**config.mk**
```make
export PLATFORM = sky130hd
export DESIGN_NAME = cpu_trace_monitor_flat
export DESIGN_NICKNAME = d
export VERILOG_FILES = /design/src/rtl/cpu_trace_monitor_if.sv /design/src/rtl/cpu_trace_monitor.sv /design/src/flat_wrapper.sv
export SDC_FILE = /design/constraint.sdc
export NUM_CORES = 1
export LEC_CHECK = 0
export ABC_AREA = 1
export BUFFER_PORTS_ARGS = -buffer_cell sky130_fd_sc_hd__buf_2
export CAP_MARGIN = 40
export CORE_MARGIN = 2
export CORE_UTILIZATION = 40
export DETAILED_ROUTE_END_ITERATION = 6
export GPL_TIMING_DRIVEN = 0
export PLACE_DENSITY_LB_ADDON = 0.1
export REMOVE_ABC_BUFFERS = 1
export SLEW_MARGIN = 5
export SYNTH_ARGS = -nofsm -noshare
export SYNTH_HDL_FRONTEND = slang
export SYNTH_SLANG_ARGS = --single-unit
```
**constraint.sdc**
```tcl
create_clock -name CLOCK_50 -period 2.24 [get_ports CLOCK_50]
set_clock_uncertainty 0.15 [all_clocks]
set_input_delay 0 -clock CLOCK_50 [delete_from_list [all_inputs] [get_ports CLOCK_50]]
set_output_delay 0 -clock CLOCK_50 [all_outputs]
set_load 0.02 [all_outputs]
```
**src/rtl/cpu_trace_monitor_if.sv**
```systemverilog
// cpu_trace_monitor_if: CPU snoop signals and trace readout port of the trace monitor
interface cpu_trace_monitor_if #(
    parameter int PC_W   = 9,
    parameter int ADDR_W = 8,
    parameter int DATA_W = 16
);
    logic              fetch;
    logic [PC_W-1:0]   pc;
    logic              halt;
    logic              mem_wr;
    logic [ADDR_W-1:0] mem_addr;
    logic [DATA_W-1:0] mem_din;
    logic              rd_req;
    logic [PC_W-1:0]   rd_data;
    logic              rd_valid;
    modport master (
        output fetch, pc, halt, mem_wr, mem_addr, mem_din, rd_req,
        input  rd_data, rd_valid
    );
    modport slave (
        input  fetch, pc, halt, mem_wr, mem_addr, mem_din, rd_req,
        output rd_data, rd_valid
    );
endinterface

```
**src/rtl/cpu_trace_monitor.sv**
```systemverilog
// cpu_trace_monitor: records fetched PCs into a trace buffer and issues halt/timeout pass/fail verdicts
module cpu_trace_monitor #(
    parameter int PC_W    = 9,
    parameter int ADDR_W  = 8,
    parameter int DATA_W  = 16,
    parameter int DEPTH   = 16,
    parameter int TIMEOUT = 1024
) (
    input  logic                     CLOCK_50,
    input  logic                     reset_n,
    cpu_trace_monitor_if.slave       bus,
    input  logic [ADDR_W-1:0]        chk_addr,
    input  logic [DATA_W-1:0]        chk_val,
    input  logic                     mode,
    output logic [1:0]               state,
    output logic [$clog2(DEPTH):0]   level,
    output logic [15:0]              count,
    output logic                     overflow,
    output logic                     pass,
    output logic                     fail
);
    localparam int PTR_W = $clog2(DEPTH);
    localparam int LVL_W = PTR_W + 1;
    localparam int WD_W  = $clog2(TIMEOUT);
    typedef enum logic [1:0] {ST_RUN = 2'b00, ST_HALT = 2'b01, ST_TMO = 2'b10} state_t;
    state_t            st;
    logic [PC_W-1:0]   mem [DEPTH];
    logic [PTR_W-1:0]  wp;
    logic [PTR_W-1:0]  rp;
    logic [WD_W-1:0]   wd;
    logic              fetch_q;
    logic              seen;
    logic [DATA_W-1:0] result;
    logic              ev;
    logic              full;
    logic              run;
    logic              push;
    logic              match;
    assign state = st;
    assign ev    = bus.fetch & ~fetch_q;
    assign full  = level == LVL_W'(DEPTH);
    assign run   = st == ST_RUN;
    // in circular mode a full buffer still takes the write, overwriting the oldest slot
    assign push  = run & ev & (~full | mode);
    assign match = seen && result == chk_val;
    always_ff @(posedge CLOCK_50)
        if (push) mem[wp] <= bus.pc;
    always_ff @(posedge CLOCK_50 or negedge reset_n)
        if (!reset_n) begin
            st           <= ST_RUN;
            level        <= '0;
            count        <= '0;
            overflow     <= 1'b0;
            pass         <= 1'b0;
            fail         <= 1'b0;
            bus.rd_valid <= 1'b0;
            bus.rd_data  <= '0;
            wp           <= '0;
            rp           <= '0;
            wd           <= '0;
            fetch_q      <= 1'b0;
            seen         <= 1'b0;
            result       <= '0;
        end else begin
            fetch_q      <= bus.fetch;
            bus.rd_valid <= 1'b0;
            if (run) begin
                if (ev) begin
                    wd    <= '0;
                    count <= count + 16'(count != 16'hFFFF);
                    if (!full) level <= level + LVL_W'(1);
                    else overflow <= 1'b1;
                    if (push) wp <= wp + PTR_W'(1);
                    if (full && mode) rp <= rp + PTR_W'(1);
                end
                if (bus.mem_wr && bus.mem_addr == chk_addr) begin
                    seen   <= 1'b1;
                    result <= bus.mem_din;
                end
                if (bus.halt) begin
                    st   <= ST_HALT;
                    pass <= match;
                    fail <= ~match;
                end else if (!ev) begin
                    if (wd == WD_W'(TIMEOUT - 1)) begin
                        st   <= ST_TMO;
                        fail <= 1'b1;
                    end else wd <= wd + WD_W'(1);
                end
            end else if (bus.rd_req && level != '0) begin
                bus.rd_data  <= mem[rp];
                bus.rd_valid <= 1'b1;
                rp           <= rp + PTR_W'(1);
                level        <= level - LVL_W'(1);
            end
        end
endmodule

```
**src/flat_wrapper.sv**
```systemverilog
// flat-port wrapper written by rule: the top's interface ports become plain ports
module cpu_trace_monitor_flat 
#(
    parameter int PC_W    = 9,
    parameter int ADDR_W  = 8,
    parameter int DATA_W  = 16,
    parameter int DEPTH   = 16,
    parameter int TIMEOUT = 1024
)
  (CLOCK_50, reset_n, chk_addr, chk_val, mode, state, level, count, overflow, pass, fail, bus_fetch, bus_pc, bus_halt, bus_mem_wr, bus_mem_addr, bus_mem_din, bus_rd_req, bus_rd_data, bus_rd_valid);
  cpu_trace_monitor_if #(.PC_W(PC_W), .ADDR_W(ADDR_W), .DATA_W(DATA_W)) bus_i ();
  input  logic CLOCK_50;
  input  logic reset_n;
  input  logic [ADDR_W-1:0] chk_addr;
  input  logic [DATA_W-1:0] chk_val;
  input  logic mode;
  output logic [1:0] state;
  output logic [$clog2(DEPTH):0] level;
  output logic [15:0] count;
  output logic overflow;
  output logic pass;
  output logic fail;
  input wire logic [$bits(bus_i.fetch)-1:0] bus_fetch;
  input wire logic [$bits(bus_i.pc)-1:0] bus_pc;
  input wire logic [$bits(bus_i.halt)-1:0] bus_halt;
  input wire logic [$bits(bus_i.mem_wr)-1:0] bus_mem_wr;
  input wire logic [$bits(bus_i.mem_addr)-1:0] bus_mem_addr;
  input wire logic [$bits(bus_i.mem_din)-1:0] bus_mem_din;
  input wire logic [$bits(bus_i.rd_req)-1:0] bus_rd_req;
  output wire logic [$bits(bus_i.rd_data)-1:0] bus_rd_data;
  output wire logic [$bits(bus_i.rd_valid)-1:0] bus_rd_valid;
  assign bus_i.fetch = bus_fetch;
  assign bus_i.pc = bus_pc;
  assign bus_i.halt = bus_halt;
  assign bus_i.mem_wr = bus_mem_wr;
  assign bus_i.mem_addr = bus_mem_addr;
  assign bus_i.mem_din = bus_mem_din;
  assign bus_i.rd_req = bus_rd_req;
  assign bus_rd_data = bus_i.rd_data;
  assign bus_rd_valid = bus_i.rd_valid;
  cpu_trace_monitor #(.PC_W(PC_W), .ADDR_W(ADDR_W), .DATA_W(DATA_W), .DEPTH(DEPTH), .TIMEOUT(TIMEOUT)) u_core (.CLOCK_50(CLOCK_50), .reset_n(reset_n), .bus(bus_i), .chk_addr(chk_addr), .chk_val(chk_val), .mode(mode), .state(state), .level(level), .count(count), .overflow(overflow), .pass(pass), .fail(fail));
endmodule
```
==> flow_metrics.env <==
export IMPL_setup_viol=0
export IMPL_detail_route_first_pass_iterations=5
export IMPL_drc=0
export IMPL_synth_edf_count=144
export IMPL_viasPerCell=4.771
export IMPL_p_per_area_nw_per_um2=961.3
export IMPL_slew_violations=0
export IMPL_cts_root_buf="clkbuf_16"
export IMPL_clock_latency_ns=0.51
export IMPL_grt_max_degree=59
export IMPL_gp_congestion=0.8074
export IMPL_irDropWorstVdd_mv=0.5629
export IMPL_die_width_um=159.7
export IMPL_postSynthCellCount=970
export IMPL_area_delta_synth_final_pct=28.21
export IMPL_numPortBuffers=99
export IMPL_routed_wl_um=23620
export IMPL_status="finished clean"
export IMPL_place_hpwl_um=15140
export IMPL_hold_violations=0
export IMPL_netlist_area_um2=9691
export IMPL_end_kind="flip-flop"
export IMPL_layout_commonest_cell="nand2_1"
export IMPL_placed_cell_area_um2=10680
export IMPL_h_tree_depth=1
export IMPL_numCtsBuffers=24
export IMPL_wl_per_cell_um=15.77
export IMPL_path_clk_slew_ns=0.06
export IMPL_timing_setup_tns_ns=0
export IMPL_core_area_um2=23610
export IMPL_cts_sinks=216
export IMPL_final_min_clock_period_ns=2.162
export IMPL_initial_core_util_pct=41.04
export IMPL_synthArstFlopShare_pct=33.33
export IMPL_layout_drive_gt1_share_pct=20.02
export IMPL_synth_distinct_cells=36
export IMPL_clock_fmax_mhz=462.5
export IMPL_mostFrequentLayoutCells="nand2_1, edfxtp_1, nor2_1"
export IMPL_ios=100
export IMPL_ys_warn_count=0
export IMPL_p_leak_nw=5.285
export IMPL_final_cell_area_um2=12420
export IMPL_std_cell_rows=56
export IMPL_critPathKind="reg2reg"
export IMPL_cts_buffer_depth=3
export IMPL_cp_required_ns=2.30
export IMPL_hp_class="in2reg"
export IMPL_min_period_over_period_pct=96.52
export IMPL_diodes=0
export IMPL_drtIter0Drc=427
export IMPL_die_h_um=159.7
export IMPL_holdWs_ns=0.01904
export IMPL_nets=1237
export IMPL_die_area_um2=25490
export IMPL_antenna_left=0
export IMPL_synth_ff_type="edfxtp_1"
export IMPL_maxCapViolations=0
export IMPL_overflow=0
export IMPL_antenna_found_initial=0
export IMPL_tightestPinTransition_ns=0.7303
export IMPL_synth_avg_cell_area_um2=9.990
export IMPL_grtUsageTotal_pct=18.57
export IMPL_grt_setup_unrepaired="yes"
export IMPL_seq_area_frac_synth_pct=63.21
export IMPL_cts_tree="built"
export IMPL_max_slew_margin_pct=51.01
export IMPL_path_max_fanout=9
export IMPL_grt_pass1_vias=6958
export IMPL_critPathLaunchType="flip-flop"
export IMPL_grt_pass1_wl_um=37720
export IMPL_crit_arrival_ns=2.22
export IMPL_ys_seq_elements=216
export IMPL_num_vias=7147
==> layer usage <==
| layer | part of all wire [%] | vias to the layer above | routed length [um] | GRT usage [%] |
|---|---|---|---|---|
| li1 | - | 3604 | - | - |
| met2 | 49 | 140 | 11460 | 31.35 |
| met1 | 46 | 3377 | 10920 | 25.91 |
| met3 | 4.0 | 26 | 943 | 2.286 |
| met4 | 1.2 | 0 | 291 | 3.843 |
| met5 | 0 | - | 0 | 0 |
==> metrics by stage <==
stage | total power (W) | worst slack, ns | utilization [%] | cells
after floorplan | 0.006677 | -0.7671 | - | 938
after global placement | 0.007768 | -2.812 | 44.02 | 1356
after detailed placement | 0.007918 | -0.7632 | 45.21 | 1376
after CTS | 0.01206 | 0.04604 | 52.42 | 1494
after global routing | 0.01265 | -0.03819 | 52.62 | 1498
final | 0.01194 | 0.07798 | 52.62 | 1498
==> report_power, final <==
group	leakage (nW)	total, W	switching, W	internal, W
Combinational	2.75	0.00318	0.00202	0.00115
Clock	0.405	0.00404	0.00154	0.00251
Sequential	2.13	0.00472	0.000284	0.00444
Total	5.28	0.0119	0.00384	0.00810
==> synth_stat cells, types with 4 or more instances <==
cell,count,area (um2)
xnor2_1,12,105.1
edfxtp_1,144,4324
clkbuf_1,10,37.54
xor2_1,18,157.7
buf_2,13,65.06
dfrtp_1,72,1802
nand3_1,77,385.4
inv_1,58,217.7
buf_4,6,45.04
o21ai_0,74,370.4
a21oi_1,11,55.05
nand4_1,8,50.05
o21ai_2,4,35.03
inv_2,4,15.01
nor2_1,157,589.3
ha_1,11,137.6
nor3_1,6,30.03
nand2_1,245,919.6
nand2_2,8,50.05
o21ai_1,5,25.02
==> critical path, cell delays in order (launching register included) <==
cell and delay [ns]:
dfrtp_1 0.42, inv_1 0.14, nand2_4 0.13, nor2_4 0.16, nand2_1 0.14, nand2_4 0.18, nand2_2 0.18, nor2_4 0.16
buf_4 0.20
==> state kept, by name, summed over array words and instances (netlist names) <==
register,cells
u_core.state,2
u_core.seen,1
u_core.wp,4
u_core.pass,1
u_core.bus.rd_data,9
u_core.level,5
u_core.result,16
u_core.fetch_q,1
u_core.rp,4
u_core.wd,10
u_core.count,16
u_core.overflow,1
u_core.fail,1
u_core.mem,144
u_core.bus.rd_valid,1
==> layout make-up <==
cell class	count	area, um2
inverters	65	252.7
flip-flops and latches	216	6131
fillers	2131	11190
clock inverters	12	128.9
repair buffers	197	1539
clock buffers	32	693.2
multi-input cells	657	3281
well taps	319	399.1
==> cell families after synthesis <==
family                   count (synthesis)  synth area share (%)
buffers and inverters                   97                 4.480
AO/OA/AOI/OAI                           98                 5.449
AND/OR/NAND/NOR                        517                 22.52
flip-flops                             216                 63.22
adder cells (fa/ha/maj)                 12                 1.627
XOR/XNOR                                30                 2.711
==> repair_timing <==
item	CTS	global route
pin swaps	15	2
hold buffers	54	0
gates resized for setup	40	5
hold endpoints to repair	262	0
setup endpoints to repair	153	62
buffers inserted	20	4
==> final timing paths <==
kind / start / end / slack [ns] / depth (start not counted)
worst max-delay path: u_core.state[0] / u_core.mem[0][7] / 0.08 / 8
worst min-delay path: bus_mem_addr[4] / u_core.result[0] / 0.02 / 8
worst max register to register: u_core.state[0] / u_core.mem[0][7] / 0.08 / 8
worst min register to register: u_core.seen / u_core.seen / 0.32 / 2
max in group asynchronous: reset_n / u_core.wp[2] / 1.29 / 4
min in group asynchronous: reset_n / u_core.wd[8] / 0.40 / 4
(Power assumes the default switching activity.)
